## src/rtl/xbar_pkg.sv

```systemverilog
// Shared types for the RAM-port arbiter: simplified TL-UL channel structs,
// default sizing and the arbiter state encoding.
package xbar_pkg;

  localparam int RAM_ARB_M               = 2;
  localparam int RAM_ARB_MAX_OUTSTANDING = 4;

  typedef enum logic {
    ARB_IDLE   = 1'b0,
    ARB_LOCKED = 1'b1
  } arb_state_e;

  typedef struct packed {
    logic        a_valid;
    logic [2:0]  a_opcode;
    logic [2:0]  a_param;
    logic [1:0]  a_size;
    logic [7:0]  a_source;
    logic [31:0] a_address;
    logic [3:0]  a_mask;
    logic [31:0] a_data;
    logic        d_ready;
  } tl_h2d_t;

  typedef struct packed {
    logic        d_valid;
    logic [2:0]  d_opcode;
    logic [2:0]  d_param;
    logic [1:0]  d_size;
    logic [7:0]  d_source;
    logic        d_sink;
    logic [31:0] d_data;
    logic        d_error;
    logic        a_ready;
  } tl_d2h_t;

endpackage

```

## src/rtl/xbar_id_fifo.sv

```systemverilog
// In-order FIFO of host indices: one entry per request accepted by the RAM
// and not yet answered; the head names the host owning the next D beat.
module xbar_id_fifo #(
  parameter int Depth = 4,
  parameter int Width = 1
) (
  input  logic             clk_i,
  input  logic             rst_i,
  input  logic             push_i,
  input  logic [Width-1:0] data_i,
  input  logic             pop_i,
  output logic             full_o,
  output logic             empty_o,
  output logic [Width-1:0] head_o
);
  localparam int PtrW = $clog2(Depth);
  localparam int CntW = PtrW + 1;

  logic [Width-1:0] r_mem [Depth];
  logic [PtrW-1:0]  r_wr;
  logic [PtrW-1:0]  r_rd;
  logic [CntW-1:0]  r_cnt;
  logic             w_push;
  logic             w_pop;

  assign full_o  = (r_cnt == CntW'(Depth));
  assign empty_o = (r_cnt == {CntW{1'b0}});
  assign head_o  = r_mem[r_rd];
  assign w_push  = push_i & ~full_o;
  assign w_pop   = pop_i & ~empty_o;

  always_ff @(posedge clk_i) begin
    if (w_push) begin
      r_mem[r_wr] <= data_i;
    end
  end

  // Pointers wrap naturally because Depth is a power of two.
  always_ff @(posedge clk_i) begin
    if (rst_i) begin
      r_wr  <= {PtrW{1'b0}};
      r_rd  <= {PtrW{1'b0}};
      r_cnt <= {CntW{1'b0}};
    end else begin
      if (w_push) begin
        r_wr <= r_wr + 1'b1;
      end
      if (w_pop) begin
        r_rd <= r_rd + 1'b1;
      end
      case ({w_push, w_pop})
        2'b10:   r_cnt <= r_cnt + 1'b1;
        2'b01:   r_cnt <= r_cnt - 1'b1;
        default: r_cnt <= r_cnt;
      endcase
    end
  end

endmodule

```

## src/rtl/xbar_ram_rr_arb.sv

```systemverilog
// Round-robin M:1 TL-UL arbiter in front of the single RAM port, with A-channel
// grant lock, bounded outstanding requests and in-order D-channel routing.
module xbar_ram_rr_arb
  import xbar_pkg::*;
#(
  parameter int M              = RAM_ARB_M,
  parameter int MaxOutstanding = RAM_ARB_MAX_OUTSTANDING
) (
  input  logic            clk_i,
  input  logic            rst_i,
  input  tl_h2d_t [M-1:0] tl_h_i,
  output tl_d2h_t [M-1:0] tl_h_o,
  output tl_h2d_t         tl_d_o,
  input  tl_d2h_t         tl_d_i,
  output logic    [M-1:0] grant_o,
  output logic            rsp_err_o
);
  localparam int IdxW = $clog2(M);
  localparam int D2hW = $bits(tl_d2h_t);

  arb_state_e      r_state;
  logic [IdxW-1:0] r_lock_idx;
  logic [IdxW-1:0] r_rr;
  logic            r_rst_d;

  logic            w_block;
  logic            w_req_any;
  logic            w_locked;
  logic            w_gvalid;
  logic            w_a_valid;
  logic            w_a_ready;
  logic            w_accept;
  logic            w_full;
  logic            w_empty;
  logic            w_pop;
  logic            w_d_beat;
  logic            w_d_ready;
  logic [IdxW-1:0] w_cand;
  logic [IdxW-1:0] w_pick;
  logic [IdxW-1:0] w_gidx;
  logic [IdxW-1:0] w_head;
  logic [M-1:0]    w_dv_h;
  logic [M-1:0]    w_ar_h;

  // Both the reset cycle and the one after it present a fully quiet interface.
  always_ff @(posedge clk_i) begin
    if (rst_i) begin
      r_rst_d <= 1'b1;
    end else begin
      r_rst_d <= 1'b0;
    end
  end

  assign w_block = rst_i | r_rst_d;

  // Scanning from the far end lets the requester closest to r_rr win last.
  always_comb begin
    w_req_any = 1'b0;
    w_pick    = r_rr;
    w_cand    = r_rr;
    for (int k = M - 1; k >= 0; k--) begin
      w_cand    = IdxW'((int'(r_rr) + k) % M);
      w_req_any = w_req_any | tl_h_i[w_cand].a_valid;
      w_pick    = tl_h_i[w_cand].a_valid ? w_cand : w_pick;
    end
  end

  assign w_locked  = (r_state == ARB_LOCKED);
  assign w_gidx    = w_locked ? r_lock_idx : w_pick;
  assign w_gvalid  = ~w_block & (w_locked | w_req_any);
  assign w_a_valid = w_gvalid & tl_h_i[w_gidx].a_valid;
  assign w_a_ready = w_gvalid & tl_d_i.a_ready & ~w_full;
  assign w_accept  = w_a_valid & w_a_ready;
  assign grant_o   = w_gvalid ? (M'(1) << w_gidx) : {M{1'b0}};

  xbar_id_fifo #(
    .Depth (MaxOutstanding),
    .Width (IdxW)
  ) u_id_fifo (
    .clk_i   (clk_i),
    .rst_i   (rst_i),
    .push_i  (w_accept),
    .data_i  (w_gidx),
    .pop_i   (w_pop),
    .full_o  (w_full),
    .empty_o (w_empty),
    .head_o  (w_head)
  );

  // An empty FIFO swallows stray D beats so the RAM never stalls on them.
  assign w_d_ready = w_block ? 1'b0 : (w_empty ? 1'b1 : tl_h_i[w_head].d_ready);
  assign w_d_beat  = ~w_block & ~w_empty & tl_d_i.d_valid;
  assign w_pop     = w_d_beat & tl_h_i[w_head].d_ready;
  assign rsp_err_o = ~w_block & w_empty & tl_d_i.d_valid;

  always_comb begin
    tl_d_o         = tl_h_i[w_gidx];
    tl_d_o.a_valid = w_a_valid;
    tl_d_o.d_ready = w_d_ready;
  end

  // d_valid is the MSB and a_ready the LSB of tl_d2h_t; the rest is broadcast.
  for (genvar h = 0; h < M; h++) begin : g_host
    assign w_dv_h[h] = w_d_beat & (w_head == IdxW'(h));
    assign w_ar_h[h] = w_a_ready & (w_gidx == IdxW'(h));
    assign tl_h_o[h] = {w_dv_h[h], tl_d_i[D2hW-2:1], w_ar_h[h]};
  end

  // Arbiter: lock the grant while a request waits, advance rr past each winner.
  always_ff @(posedge clk_i) begin
    if (rst_i) begin
      r_state    <= ARB_IDLE;
      r_lock_idx <= {IdxW{1'b0}};
      r_rr       <= {IdxW{1'b0}};
    end else begin
      case (r_state)
        ARB_IDLE: begin
          if (w_a_valid & ~w_accept) begin
            r_state    <= ARB_LOCKED;
            r_lock_idx <= w_gidx;
          end else begin
            r_state <= ARB_IDLE;
          end
        end
        ARB_LOCKED: begin
          if (w_accept) begin
            r_state <= ARB_IDLE;
          end else begin
            r_state <= ARB_LOCKED;
          end
        end
        default: r_state <= ARB_IDLE;
      endcase
      if (w_accept) begin
        r_rr <= (w_gidx == IdxW'(M - 1)) ? {IdxW{1'b0}} : w_gidx + 1'b1;
      end
    end
  end

endmodule

```

## config.mk

```make
export PLATFORM = sky130hd
export DESIGN_NAME = xbar_ram_rr_arb
export DESIGN_NICKNAME = d
export VERILOG_FILES = /design/src/rtl/xbar_pkg.sv /design/src/rtl/xbar_id_fifo.sv /design/src/rtl/xbar_ram_rr_arb.sv
export SDC_FILE = /design/constraint.sdc
export NUM_CORES = 1
export LEC_CHECK = 0
export ABC_CLOCK_PERIOD_IN_PS = 2700
export CAP_MARGIN = 20
export CORE_AREA = 2 2 162 164
export DETAILED_ROUTE_END_ITERATION = 16
export DIE_AREA = 0 0 164 166
export GPL_ROUTABILITY_DRIVEN = 0
export SLEW_MARGIN = 20
export SYNTH_ARGS = -nofsm -noshare
export SYNTH_HDL_FRONTEND = slang
export SYNTH_HIERARCHICAL = 1
export SYNTH_SLANG_ARGS = --single-unit
```

## constraint.sdc

```tcl
create_clock -name clk_i -period 2.7 [get_ports clk_i]
set_input_delay 0.27 -clock clk_i [delete_from_list [all_inputs] [get_ports clk_i]]
set_output_delay 0.27 -clock clk_i [all_outputs]
set_load 0.03 [all_outputs]
```

==> results.py, run 1 <==
metrics = {
    "outcome": {
        "status": "finished, final reports clean",
    },
    "cts": {
        "htreeDepth": 1,
        "numCtsBuffers": 3,
        "cts-root-buf": "clkbuf_16",
        "path_clk_slew_ps": 50,
        "clock-sinks": 17,
        "clkLatencyLatePin_ps": 250,
        "hold_buffers": 0,
        "cts_tree": "yes",
        "clockBufferDepth": 2,
    },
    "drt": {
        "drt_wl_total_um": 11200,
        "wire_per_inst_um": 13.7,
        "drc": 0,
        "via_per_inst": 3.27,
        "vias": 2675,
        "final_antenna_net_count": 0,
        "drtPass1Iterations": 4,
        "first_iter_violations": 49,
    },
    "global_routing": {
        "grt_usage_pct": 7.41,
        "grt_antenna_before_repair": 0,
        "grt_pass1_vias": 2674,
        "overflow": 0,
        "grt_max_degree": 19,
        "grt_pass1_wl_um": 15800,
    },
    "cells_and_area": {
        "layout.nets": 717,
        "mostFrequentLayoutCells": "clkdlybuf4s50_1 (179), mux2_2 (84), dlygate4sd2_1 (74), buf_4 (40), dfxtp_1 (13)",
        "regArea_um2": 380,
        "instances_no_fill": 819,
        "layout_commonest_cell": "clkdlybuf4s50_1",
        "area_delta_synth_final_pct": 91.4,
        "diodes": 0,
        "design_area_um2": 5250,
        "multi_input_area_um2": 1480,
        "utilization_pct": 20.5,
        "nFillCells": 2830,
        "drive_above_1_share_pct": 30.4,
    },
    "power": {
        "comb_power_share_pct": 64.1,
        "p_sw_uw": 581,
        "p_sw_share_pct": 36.7,
        "pwr-share-seq_pct": 17.3,
        "p_per_area_nw_per_um2": 301,
        "clockPowerShare_pct": 18.6,
        "max-vdd-ir-drop_v": 0.000148,
        "finalPower_mw": 1.58,
        "p_int_mw": 1.00,
        "p_leak_nw": 2.05,
    },
    "floorplanning": {
        "initial_core_util_pct": 10.7,
        "row_count": 59,
        "core_area_um2": 25600,
        "die_area_um2": 27200,
        "die_w_um": 164,
        "fp.dieH_um": 166,
        "io_pins": 419,
    },
    "yosys": {
        "yosysWarnings": 6,
        "ys_types": 35,
        "synth_fp_nets": 525,
        "synth_cells": 293,
        "synth-async-reset-ratio_pct": 0,
        "ys_seq_area_share_pct": 13.9,
        "synth_seq_cells": 17,
        "synth_edf_count": 4,
        "avgSynthCellArea_um2": 9.36,
        "dominantRegCellSynth": "dfxtp_1",
        "synth_area_um2": 2740,
    },
    "timing": {
        "fin_setup_tns_ps": 0,
        "period_minus_slack_ps": 2580,
        "worst_pin_slew_ps": 344,
        "hold_viol": 0,
        "worst_slack_ps": 117,
        "clock_skew_ps": 3.19,
        "rsz0062_at_grt": "yes",
        "finalSetupViolCount": 0,
        "finalMaxSlewViolations": 0,
        "whs_ps": 507,
        "slew_headroom_pct": 76.9,
        "fmax_mhz": 387,
        "final.period_utilization_pct": 95.7,
    },
    "setup_path": {
        "critical_path.most_common_cell": "inv_1",
        "crit_chain": "mux4_2 -> mux2i_2 -> nor2_2 -> o31ai_4 -> inv_1 -> ha_2 -> inv_1 -> fa_2 -> xor2_1 -> or3_1 -> a21oi_1",
        "start_kind": "flop",
        "cpMaxStageDelayCell": "mux4_2",
        "cp-end-kind": "flop",
        "critPathMaxStageDelay_ps": 510,
        "required_ps": 2880,
        "path_max_fanout": 2,
        "worstSetupPathType": "reg -> reg",
        "cp.arrival_ps": 2770,
    },
    "placed_design": {
        "port_buffers": 268,
        "dpl.hpwl_um": 10000,
        "place_ws_ps": -89.3,
        "dp.cells": 812,
        "post_dp_cell_area_um2": 5210,
    },
    "hold_path": {
        "hold_class": "reg -> reg",
    },
    "flow_run": {
        "cap_violations": 0,
    },
}
[cells in the mapped netlist (2+ instances only)]
| cell type | instances | area (um^2) |
|---|---|---|
| and2_1 | 4 | 25.0 |
| edfxtp_1 | 4 | 120 |
| nand2_1 | 3 | 11.3 |
| inv_1 | 11 | 41.3 |
| nor2_1 | 13 | 48.8 |
| ha_1 | 5 | 62.6 |
| buf_4 | 102 | 766 |
| or3_1 | 3 | 18.8 |
| a211oi_1 | 2 | 15.0 |
| xor2_1 | 3 | 26.3 |
| dfxtp_1 | 13 | 260 |
| mux2i_1 | 3 | 30.0 |
| mux2_2 | 84 | 946 |
| nand2b_1 | 2 | 12.5 |
| a21oi_1 | 7 | 35.0 |
| or2_2 | 3 | 18.8 |
| buf_6 | 9 | 101 |
| o21ai_0 | 5 | 25.0 |
[critical path, delay by kind of cell (launching register included)]
kind            cells  cell delay (ps)
mux                 2              700
fa+ha+maj           2              500
simple gates        2              460
flops               1              360
compound gates      2              220
xor+xnor            1              150
buf+inv             2              110
[what timing repair did]
item / 4_1_cts / 5_1_grt
resized for setup: 74 / 7
buffers inserted: 0 / 3
endpoints found under the setup margin: 74 / 2
endpoints found under the hold margin: 0 / 0
pin swaps: 0 / 3
[kinds of logic (layout without fill, tap and decap cells)]
| kind of cell | after synthesis | in the layout | synth area share (%) |
|---|---|---|---|
| compound gates | 19 | 19 | 5.06 |
| xor+xnor | 3 | 3 | 0.958 |
| fa+ha+maj | 6 | 6 | 3.01 |
| buf+inv | 123 | 314 | 33.3 |
| flops | 17 | 17 | 13.9 |
| mux | 88 | 88 | 36.4 |
| simple gates | 37 | 37 | 7.44 |
[path summary, 6_finish.rpt]
check	from	endpoint	slack, ps	cells after the start
max	u_id_fifo/r_mem[0]	u_id_fifo/r_cnt[2]	120	11
min	r_rr	r_rr	510	2
max reg2reg	u_id_fifo/r_mem[0]	u_id_fifo/r_cnt[2]	120	11
min reg2reg	r_rr	r_rr	510	2
[power groups by stage]
stage	clock, mW	combinational [mW]	sequential (mW)
after global placement	0	1.10	0.279
after CTS	0.301	1.02	0.274
after detailed placement	0	1.10	0.279
final	0.294	1.01	0.274
after floorplan	0	0.815	0.278
after global routing	0.313	1.07	0.275
[area by class of cell]
cell class,instances,area share [%]
tap,335,7.99
multi-input combinational,153,28.1
clock buffer,3,1.43
sequential,17,7.25
timing repair buffer,299,54.4
clock inverter,1,0.0954
inverter,11,0.787
[metal layers]
metal | global-route usage, % | up-vias | wire length (um)
li1 | - | 1275 | -
met1 | 8.01 | 1174 | 4090
met2 | 12.2 | 205 | 5050
met3 | 4.62 | 21 | 1900
met4 | 1.45 | 0 | 157
met5 | 0.727 | - | 0
No activity file was read; power rests on OpenSTA's default activity.
==> run 2: changes to the inputs <==
Settings changed: ABC_CLOCK_PERIOD_IN_PS 2700 to 2900, SYNTH_HIERARCHICAL 1 to unset.
Clock period 2.7 ns to 2.9 ns, I/O delays scaled along.
==> run 2 against run 1 <==
Effect of this change: flip-flop and latch count unchanged; global-route usage up 0.40 points; critical path type is now in -> out; highest routed layer unchanged; utilization down 0.33 points; critical path depth down 4; die area unchanged; critical endpoint is now tl_d_o[22]; worst hold slack worse by 31 ps.
==> results.py, run 2 <==
metrics = {
    "outcome": {
        "status": "finished, final reports clean",
    },
    "global_routing": {
        "grt_usage_pct": 7.81,
        "grt_use_met3_pct": 3.57,
        "met2_usage_pct": 13.6,
        "grt-busiest-layer": "met2",
        "overflow": 0,
        "grt_pass1_vias": 2783,
        "grt_max_degree": 54,
        "gr-usage-met1_pct": 8.82,
        "grt_antenna_before_repair": 0,
        "grt_pass1_wl_um": 16300,
    },
    "timing": {
        "whs_ps": 476,
        "hold_viol": 0,
        "rsz0062_at_grt": "no",
        "period_minus_slack_ps": 2790,
        "finalMaxSlewViolations": 0,
        "worst_slack_ps": 113,
        "worst_pin_slew_ps": 448,
        "finalSetupViolCount": 0,
        "fin_setup_tns_ps": 0,
        "slew_headroom_pct": 69.8,
        "fmax_mhz": 359,
        "clock_skew_ps": 2.28,
        "final.period_utilization_pct": 96.1,
    },
    "drt": {
        "vias": 2632,
        "drt_wl_total_um": 11300,
        "via_per_inst": 3.30,
        "first_iter_violations": 37,
        "wire_per_inst_um": 14.2,
        "final_antenna_net_count": 0,
        "drc": 0,
        "drtPass1Iterations": 2,
    },
    "power": {
        "clockPowerShare_pct": 18.3,
        "p_int_uw": 946,
        "pwr-share-seq_pct": 17.2,
        "p_leak_nw": 2.21,
        "comb_power_share_pct": 64.5,
        "p_sw_share_pct": 36.2,
        "max-vdd-ir-drop_v": 0.000160,
        "p_per_area_nw_per_um2": 287,
        "p_sw_uw": 536,
        "finalPower_mw": 1.48,
    },
    "cts": {
        "clockBufferDepth": 2,
        "htreeDepth": 1,
        "cts_tree": "yes",
        "clkLatencyLatePin_ps": 240,
        "path_clk_slew_ps": 50,
        "postCtsSetupBuffers": 0,
        "clock-sinks": 17,
        "cts-root-buf": "clkbuf_16",
        "numCtsBuffers": 3,
    },
    "placed_design": {
        "dpl.hpwl_um": 9930,
        "port_buffers": 268,
        "place_ws_ps": 62.1,
        "dp.cells": 793,
    },
    "setup_path": {
        "cp-end-kind": "primary output",
        "cp_top_family": "buffers and inverters",
        "cp.arrival_ps": 2500,
        "cpMaxStageDelayCell": "clkdlybuf4s50_1",
        "path_max_fanout": 32,
        "worstSetupPathType": "in -> out",
        "start_kind": "input pin",
        "rr_worst_depth": 9,
        "critPathBufInv": 3,
        "required_ps": 2610,
        "crit_chain": "clkdlybuf4s50_1 -> nand2b_1 -> a211oi_2 -> nor2_4 -> buf_12 -> mux2_1 -> clkdlybuf4s50_1",
        "critPathMaxStageDelay_ps": 610,
        "cp_num_cells": 7,
        "critical_path.most_common_cell": "clkdlybuf4s50_1",
    },
    "cells_and_area": {
        "layout.nets": 695,
        "diodes": 0,
        "mostFrequentLayoutCells": "clkdlybuf4s50_1 (207), mux2_2 (68), dlymetal6s2s_1 (39), buf_4 (28), mux2_1 (16)",
        "nFillCells": 2810,
        "layout_commonest_cell": "clkdlybuf4s50_1",
        "drive_above_1_share_pct": 23.2,
        "instances_no_fill": 797,
        "area_delta_synth_final_pct": 92.2,
    },
    "floorplanning": {
        "fp.dieH_um": 166,
        "io_pins": 419,
        "die_area_um2": 27200,
        "core_area_um2": 25600,
        "row_count": 59,
        "die_w_um": 164,
        "initial_core_util_pct": 10.5,
    },
    "yosys": {
        "ys_seq_area_share_pct": 14.2,
        "ys_types": 38,
        "synth_area_um2": 2690,
        "synth_area_leader_cell": "buf_4",
        "synth_fp_nets": 527,
        "synth_edf_count": 4,
        "synth_cells": 295,
        "avgSynthCellArea_um2": 9.11,
        "yosys-top-cells-area": "buf_4 (29%), mux2_2 (29%), dfxtp_1 (9.7%)",
        "netlist.area_leader.share_pct": 28.5,
        "yosysWarnings": 0,
        "synth-async-reset-ratio_pct": 0,
        "synth_common_cells": "buf_4 (102), mux2_2 (68), mux2_1 (16)",
        "yosysMostFrequentCell": "buf_4",
        "synth_seq_cells": 17,
        "dominantRegCellSynth": "dfxtp_1",
    },
    "flow_run": {
        "cap_violations": 0,
    },
    "hold_path": {
        "holdPathStages": 1,
        "hold_class": "reg -> reg",
    },
}
run 2: cell count changes in the layout (fill, tap and decap cells not counted), moves of 3 or more:
cell | before | now
dlygate4sd2_1 | 74 | 0
dlymetal6s2s_1 | 1 | 39
clkdlybuf4s50_1 | 179 | 207
mux2_1 | 0 | 16
mux2_2 | 84 | 68
buf_4 | 40 | 28
and2_1 | 4 | 0
and3_1 | 1 | 4
buf_12 | 5 | 2
nor2_1 | 12 | 15
run 2: final cells by class:
cell class / count / area, um^2 / share of cell area [%]
inverters: 11 / 41.3 / 0.800
clock inverters: 1 / 5.00 / 0.0969
multi-input cells: 154 / 1430 / 27.7
flip-flops and latches: 17 / 380 / 7.37
clock buffers: 3 / 75.1 / 1.45
repair buffers: 276 / 2810 / 54.4
well taps: 335 / 419 / 8.12
run 2: repair_timing:
action | 4_1_cts | 5_1_grt
resized for setup | 0 | 39
hold buffers | 0 | 0
setup endpoints to repair | 0 | 39
run 2: stage by stage:
stage	util [%]	area, um^2
detailed placement	19.5	4990
global placement	19.5	4990
finish	20.2	5160
global route	20.2	5160
CTS	19.8	5070
floorplan	-	2690
run 2: cell families (layout without fill, tap and decap cells):
group,after synthesis,count (layout),share of synthesized area [%]
compound gates,24,24,6.15
fa+ha+maj,6,6,3.07
flops,17,17,14.2
simple gates,35,35,6.47
mux,87,87,36.8
buf+inv,124,291,32.7
xor+xnor,2,2,0.652
run 2: worst paths after layout:
path                 startpoint                  to  slack, ps
max reg2reg  u_id_fifo.r_mem[3]  u_id_fifo.r_cnt[2]        380
min reg2reg   u_id_fifo.r_rd[1]                flop        480
max                  tl_h_i[85]          tl_d_o[22]        110
min           u_id_fifo.r_rd[1]                flop        480
run 2: power by group through the flow:
| stage | combinational [mW] | sequential, mW | clock (mW) |
|---|---|---|---|
| 2_1_floorplan | 0.727 | 0.256 | 0 |
| 6_report | 0.957 | 0.255 | 0.271 |
| 5_1_grt | 1.01 | 0.255 | 0.290 |
| 4_1_cts | 0.984 | 0.255 | 0.281 |
| 3_5_place_dp | 0.977 | 0.260 | 0 |
| 3_3_place_gp | 0.980 | 0.259 | 0 |
run 2: routing by layer:
metal	wire length (um)	vias up
met5	0	-
met4	48	0
met3	1320	2
met2	5730	190
met1	4190	1198
li1	-	1242
